## config.mk

```make
export PLATFORM = sky130hd
export DESIGN_NAME = dma_reg_resp
export DESIGN_NICKNAME = d
export VERILOG_FILES = /design/src/rtl/dma_reg_pkg.sv /design/src/rtl/dma_xfer_engine.sv /design/src/rtl/dma_reg_resp.sv
export SDC_FILE = /design/constraint.sdc
export NUM_CORES = 1
export LEC_CHECK = 0
export CORE_MARGIN = 2
export CORE_UTILIZATION = 55
export DETAILED_ROUTE_END_ITERATION = 8
export PLACE_DENSITY = 0.8
export SLEW_MARGIN = 15
export SYNTH_ARGS = -nofsm -noshare
export SYNTH_HDL_FRONTEND = slang
export SYNTH_SLANG_ARGS = --single-unit
```

## constraint.sdc

```tcl
create_clock -name clk -period 2.5 [get_ports clk]
set_input_delay 0.5 -clock clk [delete_from_list [all_inputs] [get_ports clk]]
set_output_delay 0.5 -clock clk [all_outputs]
set_load 0.01 [all_outputs]
```

## src/rtl/dma_reg_pkg.sv

```systemverilog
// Shared register map, field positions, count width and engine state encoding for the DMA register block.
// Pure definitions: no latency, no flow control.
package dma_reg_pkg;
  localparam int CNT_W = 16;

  localparam logic [7:0] ADDR_CTRL   = 8'h00;
  localparam logic [7:0] ADDR_IO     = 8'h04;
  localparam logic [7:0] ADDR_MEM    = 8'h08;
  localparam logic [7:0] ADDR_STATUS = 8'h0C;
  localparam logic [7:0] ADDR_XFER   = 8'h10;
  localparam logic [7:0] ADDR_INTR   = 8'h14;
  localparam logic [7:0] ADDR_ERR    = 8'h18;

  localparam int CTRL_START    = 0;
  localparam int CTRL_WCNT_LSB = 1;
  localparam int CTRL_IO_MEM   = 17;
  localparam int STAT_BUSY     = 0;
  localparam int STAT_DONE     = 1;
  localparam int STAT_REM_LSB  = 16;
  localparam int INTR_DONE     = 0;
  localparam int INTR_MASK     = 16;
  localparam int ERR_ADDR      = 0;
  localparam int ERR_ZERO      = 1;
  localparam int ERR_BUSY      = 2;

  typedef enum logic [1:0] {
    ST_IDLE = 2'd0,
    ST_RUN  = 2'd1,
    ST_DONE = 2'd2
  } eng_state_t;
endpackage

```

## src/rtl/dma_xfer_engine.sv

```systemverilog
// Transfer engine: IDLE -> RUN for count cycles -> one DONE cycle, plus completed-transfer counter.
// Start takes effect on the write edge; starts outside IDLE or with zero count are dropped and flagged.
module dma_xfer_engine
  import dma_reg_pkg::*;
(
  input  logic             clk,
  input  logic             rst_n,
  input  logic             start,
  input  logic [CNT_W-1:0] count,
  output logic             busy,
  output logic             done_evt,
  output logic             err_zero,
  output logic             err_busy,
  output logic [CNT_W-1:0] remaining,
  output logic [31:0]      xfer_cnt
);
  eng_state_t state, state_nxt;
  logic       go;

  always_comb begin
    state_nxt = state;
    go        = 1'b0;
    case (state)
      ST_IDLE: if (start && count != '0) begin
        go        = 1'b1;
        state_nxt = ST_RUN;
      end
      ST_RUN:  if (remaining == CNT_W'(1)) state_nxt = ST_DONE;
      ST_DONE: state_nxt = ST_IDLE;
      default: state_nxt = ST_IDLE;
    endcase
  end

  assign busy     = (state == ST_RUN);
  assign done_evt = (state == ST_DONE);
  // Both flags may fire together for a zero-count start while busy.
  assign err_zero = start && (count == '0);
  assign err_busy = start && (state != ST_IDLE);

  always_ff @(posedge clk) begin
    if (!rst_n) begin
      state     <= ST_IDLE;
      remaining <= '0;
      xfer_cnt  <= '0;
    end else begin
      state <= state_nxt;
      if (go) remaining <= count;
      else if (busy) remaining <= remaining - CNT_W'(1);
      if (done_evt) xfer_cnt <= xfer_cnt + 32'd1;
    end
  end
endmodule

```

## src/rtl/dma_reg_resp.sv

```systemverilog
// DMA register responder: decode, registered rdata (1 cycle after rd_en, held otherwise), level irq.
// No backpressure; ERR register and its detection exist only when DMA_REG_ERR_EN is defined.
module dma_reg_resp
  import dma_reg_pkg::*;
(
  input  logic        clk,
  input  logic        rst_n,
  input  logic        wr_en,
  input  logic        rd_en,
  input  logic [31:0] addr,
  input  logic [31:0] wdata,
  output logic [31:0] rdata,
  output logic        irq,
  output logic        busy
);
  logic [CNT_W-1:0] w_count;
  logic             io_mem;
  logic [31:0]      io_addr, mem_addr;
  logic             done_st, done_mask;
  logic             done_evt, eng_err_zero, eng_err_busy;
  logic [CNT_W-1:0] remaining;
  logic [31:0]      xfer_cnt;
  logic             in_page, mapped;
  logic [31:0]      rd_val;
  logic             wr_ok;
`ifdef DMA_REG_ERR_EN
  logic [2:0]       err, err_set, err_clr;
`endif

  assign in_page = (addr[31:8] == '0) && (addr[1:0] == 2'b00);
  assign wr_ok   = wr_en && mapped;

  always_comb begin
    mapped = 1'b0;
    rd_val = '0;
    if (in_page) begin
      case (addr[7:0])
        ADDR_CTRL: begin
          mapped = 1'b1;
          rd_val[CTRL_WCNT_LSB +: CNT_W] = w_count;
          rd_val[CTRL_IO_MEM]            = io_mem;
        end
        ADDR_IO:  begin mapped = 1'b1; rd_val = io_addr;  end
        ADDR_MEM: begin mapped = 1'b1; rd_val = mem_addr; end
        ADDR_STATUS: begin
          mapped = 1'b1;
          rd_val[STAT_BUSY]             = busy;
          rd_val[STAT_DONE]             = done_st;
          rd_val[STAT_REM_LSB +: CNT_W] = remaining;
        end
        ADDR_XFER: begin mapped = 1'b1; rd_val = xfer_cnt; end
        ADDR_INTR: begin
          mapped = 1'b1;
          rd_val[INTR_DONE] = done_st;
          rd_val[INTR_MASK] = done_mask;
        end
`ifdef DMA_REG_ERR_EN
        ADDR_ERR: begin mapped = 1'b1; rd_val[2:0] = err; end
`endif
        default: ;
      endcase
    end
  end

  dma_xfer_engine u_engine (
    .clk       (clk),
    .rst_n     (rst_n),
    .start     (wr_ok && addr[7:0] == ADDR_CTRL && wdata[CTRL_START]),
    .count     (wdata[CTRL_WCNT_LSB +: CNT_W]),
    .busy      (busy),
    .done_evt  (done_evt),
    .err_zero  (eng_err_zero),
    .err_busy  (eng_err_busy),
    .remaining (remaining),
    .xfer_cnt  (xfer_cnt)
  );

  always_ff @(posedge clk) begin
    if (!rst_n) begin
      w_count   <= '0;
      io_mem    <= 1'b0;
      io_addr   <= '0;
      mem_addr  <= '0;
      done_st   <= 1'b0;
      done_mask <= 1'b0;
      rdata     <= '0;
    end else begin
      // rdata samples pre-write state, so a same-address read+write returns the old value.
      if (rd_en) rdata <= rd_val;
      if (wr_ok && addr[7:0] == ADDR_CTRL) begin
        w_count <= wdata[CTRL_WCNT_LSB +: CNT_W];
        io_mem  <= wdata[CTRL_IO_MEM];
      end
      if (wr_ok && addr[7:0] == ADDR_IO)   io_addr  <= wdata;
      if (wr_ok && addr[7:0] == ADDR_MEM)  mem_addr <= wdata;
      if (wr_ok && addr[7:0] == ADDR_INTR) done_mask <= wdata[INTR_MASK];
      done_st <= (done_st & ~(wr_ok && addr[7:0] == ADDR_INTR && wdata[INTR_DONE])) | done_evt;
    end
  end

  assign irq = done_st & done_mask;

`ifdef DMA_REG_ERR_EN
  always_comb begin
    err_set           = '0;
    err_set[ERR_ADDR] = (wr_en || rd_en) && !mapped;
    err_set[ERR_ZERO] = eng_err_zero;
    err_set[ERR_BUSY] = eng_err_busy;
  end
  assign err_clr = (wr_ok && addr[7:0] == ADDR_ERR) ? wdata[2:0] : 3'b000;

  always_ff @(posedge clk) begin
    if (!rst_n) err <= '0;
    else        err <= (err & ~err_clr) | err_set;
  end
`else
  logic unused_err;
  assign unused_err = eng_err_zero ^ eng_err_busy;
`endif
endmodule

```

==> parameters.txt <==
Parameter                              Value

Run status
  Status ... finished, final reports clean

Yosys
  Post-synthesis register bit count ... between 150 and 200
  Async S/R FF share, synth ... 0%
  Average cell area after synthesis ... 8.34 um^2
  EDFF count, synth ... 0
  Seq/Total Area, Yosys ... between 40% and 50%
  Ys Warns ... 0
  Most instantiated flip-flop cell in the synthesis netlist ... sky130_fd_sc_hd__dfxtp_1
  Net count after synthesis ... approximately 970
  Count of mapped cells out of synthesis ... roughly 900
  Netlist cell types ... 56
  Post-Synthesis Cell Area ... around 7500 um^2

Clocking
  Root buffer cell ... sky130_fd_sc_hd__clkbuf_16
  Number of buffers added for setup after CTS ... 0
  Clock slew seen by the registers of the worst setup and hold paths ... around 0.06 ns
  CTS Sinks ... approximately 170
  Maximum level of the CTS H-tree ... 4
  Clk_lat worst skew ... about 0.43 ns
  Clock buffer depth ... 2
  Total CTS buffers ... 17
  Clock tree from TritonCTS ... done

Worst setup path
  Slack of the worst reg-to-reg path ... 0.27 ns
  Worst r2r path cells ... 5
  Maximum fanout along the worst path ... 10
  Number of buffers and inverters on the critical path ... 2
  Top delay family on crit path ... buffers and inverters
  Critical Path Source Type ... register
  Reg-to-Reg End ... u_engine.remaining[14]
  Ordered cell list for the critical path ... nand2b_1 > clkinv_1 > clkdlybuf4s50_1
  Total stage count of the critical path ... 3
  Critical Path RT ... around 2 ns
  Slowest Stage Delay on Critical Path ... about 0.6 ns
  Startpoint of the lowest-slack register-to-register path ... u_engine.remaining[2]
  Launching instance or port of the critical path ... u_engine.state[1]
  Arrival time at the worst endpoint ... approximately 1.8 ns
  Worst Setup Path Type ... reg2out
  Kind of end point of the critical path ... primary output
  Slowest library cell on the worst path ... sky130_fd_sc_hd__clkdlybuf4s50_1
  Capture point of the worst path ... busy

Cells and area
  Antenna diode count ... 0
  Cell area after layout ... ~10000 um^2
  Synthesis-to-layout area growth ... 31.2%
  Post-layout utilization of the core ... 73.9%
  Layout cell share with drive strength beyond 1 ... 13.6%
  Number of inserted filler cells in the final layout ... about 1000
  Commonest cells after routing, fill and taps aside ... 183 x sky130_fd_sc_hd__nand2_1, 165 x sky130_fd_sc_hd__dfxtp_1, 101 x sky130_fd_sc_hd__clkdlybuf4s50_1
  Final #Nets ... 1102
  Most common cell after layout, fill and taps aside ... sky130_fd_sc_hd__nand2_1

Routing
  Via total after detailed routing ... 7486
  Vias per cell ... 6.15
  Total wire length after detailed routing ... roughly 23000 um
  Detailed-routing iteration count for the pre-antenna-repair pass ... 7
  Post-route ant nets ... 0
  Number of DRC markers in iteration 0 ... 965
  Routed length per placed instance ... a little under 20 um
  Number of design rule violations left after detail routing ... 0

Placement
  Number of buffer cells added on primary ports ... 101
  RePlAce Congestion ... approximately 0.91
  DP Worst Slack ... -0.351 ns
  Dpl hpwl ... approximately 16000 um
  Cell area after placement ... between 9000 and 10000 um^2

Global routing
  First-pass GRT wire length ... between 30000 and 40000 um
  Via count of the first global-routing pass ... around 7000
  Maximum number of pins on one net before global-route repair ... 66
  Antenna violations before repair ... 0
  GR Overflow Total ... 0
  Global-route usage over all layers ... 32.7%

Power
  Share of total power in the clock network ... roughly half
  Static Leakage ... approximately 3.3 nW
  Power share of the sequential group ... a little under half
  Switch Pwr ... between 0.001 and 0.0015 W
  Worst IR Drop VDD ... 0.000449 V
  Proportion of total power due to net switching ... 20.7%
  Internal ... roughly 0.0046 W
  Tot Pwr ... approximately 0.0058 W
  Proportion of power drawn by combinational gates ... 5.6%
  Total power density per cell area ... roughly 590 nW/um^2

STA
  Final setup viols ... 0
  Smallest setup slack after layout ... around 0.16 ns
  Transition time at the pin with the least slew margin ... around 0.64 ns
  Accumulated negative setup slack ... 0 ns
  Final Hold Violating Endpoints ... 0
  Shortest clock period the worst path allows after layout ... about 2.3 ns
  Achievable Freq ... around 0.43 GHz
  Final Skew ... between 0.007 and 0.008 ns
  Final clock period utilization by the worst path ... approximately 94%
  Slew Limit Headroom ... ~57%
  Unrepaired setup endpoints after global routing ... false
  Max-slew violation count ... 0

Floorplanning
  Width of the chip ... between 100 and 150 um
  Number of top-level design ports ... 102
  Core ar. ... between 10000 and 15000 um^2
  Die footprint ... 14500 um^2
  Initial Util ... roughly 56%
  Std-Cell Rows ... between 40 and 50
  Height of the die ... approximately 120 um

Run
  Max-cap violations ... 0

Worst hold path
  Type of the worst min-delay path ... reg2reg
## flip-flops by register name, summed over array words and instances (netlist names), 2 cells and up
| name | flops |
|---|---|
| u_engine.xfer_cnt | 32 |
| mem_addr | 32 |
| rdata | 32 |
| u_engine.state | 2 |
| w_count | 16 |
| io_addr | 32 |
| u_engine.remaining | 16 |
## cell usage after synthesis (all sizes together), types with 9 or more instances
cell type / n / area (um^2)
nand2: 183 / 687
dfxtp: 165 / 3300
a21oi: 84 / 420
nor2: 76 / 285
clkbuf: 43 / 161
mux2i: 40 / 400
o21ai: 39 / 195
nand3: 24 / 120
buf: 21 / 124
mux2: 18 / 203
a221oi: 17 / 149
nand4: 17 / 106
nor4: 16 / 136
a222oi: 14 / 140
nor3: 14 / 70.1
xnor2: 14 / 123
and3: 10 / 62.6
xor2: 10 / 87.6
inv: 9 / 33.8
## repair_timing
item	4_1_cts	5_1_grt
resized for setup	0	3
setup endpoints to repair	0	26
hold buffers	0	0
## power groups by stage
| stage | registers (W) | clock network, W | logic, W |
|---|---|---|---|
| global route | 0.00263 | 0.00296 | 0.000338 |
| CTS | 0.00263 | 0.00285 | 0.000315 |
| floorplan | 0.00269 | 0 | 0.0000843 |
| detailed placement | 0.00269 | 0 | 0.000314 |
| global placement | 0.00269 | 0 | 0.000312 |
| finish | 0.00263 | 0.00285 | 0.000325 |
## stage by stage
stage | hold WS, ns | instances
CTS | 0.449 | 1218
finish | 0.447 | 1218
floorplan | 0.428 | 895
global route | 0.467 | 1218
global placement | 0.433 | 1188
detailed placement | 0.441 | 1188
## how the worst min path moves through the flow
stage	slack (ns)	from	depth (start not counted)	end
after global placement	0.43	rdata[20]	2	rdata[20]
after CTS	0.45	rdata[29]	2	rdata[29]
after detailed placement	0.44	rdata[29]	2	rdata[29]
final	0.45	rdata[29]	2	rdata[29]
after global routing	0.47	mem_addr[9]	2	mem_addr[9]
after floorplan	0.43	mem_addr[0]	2	mem_addr[0]
## cell type report
type / instances / area, um^2 / share of cell area (%)
repair buffers: 181 / 1720 / 17.6
clock inverters: 9 / 176 / 1.80
well taps: 176 / 220 / 2.25
inverters: 10 / 38.8 / 0.396
multi-input cells: 656 / 3870 / 39.5
clock buffers: 21 / 460 / 4.70
flip-flops and latches: 165 / 3300 / 33.7
## metal layers
layer / part of all wire, % / vias up / global-route usage, %
met3: 9.5 / 64 / 6.32
met1: 42 / 3567 / 46.1
met5: 0 / - / 0
met2: 44 / 407 / 49.1
met4: 3.5 / 0 / 13.9
li1: - / 3448 / -
## worst min-delay path: cells and delay by family (launching register included)
family / cells / cell delay (ns)
flops: 1 / 0.31
simple gates: 1 / 0.05
compound gates: 1 / 0.05
## logic make-up (layout without fill, tap and decap cells)
group / Yosys count / after routing / synth area share, %
xor+xnor: 24 / 24 / 2.82
flops: 165 / 165 / 44.3
mux: 58 / 58 / 8.08
buf+inv: 74 / 221 / 4.32
compound gates: 184 / 184 / 15.5
simple gates: 387 / 387 / 24.5
fa+ha+maj: 3 / 3 / 0.503
No activity file was read; power rests on OpenSTA's default activity.
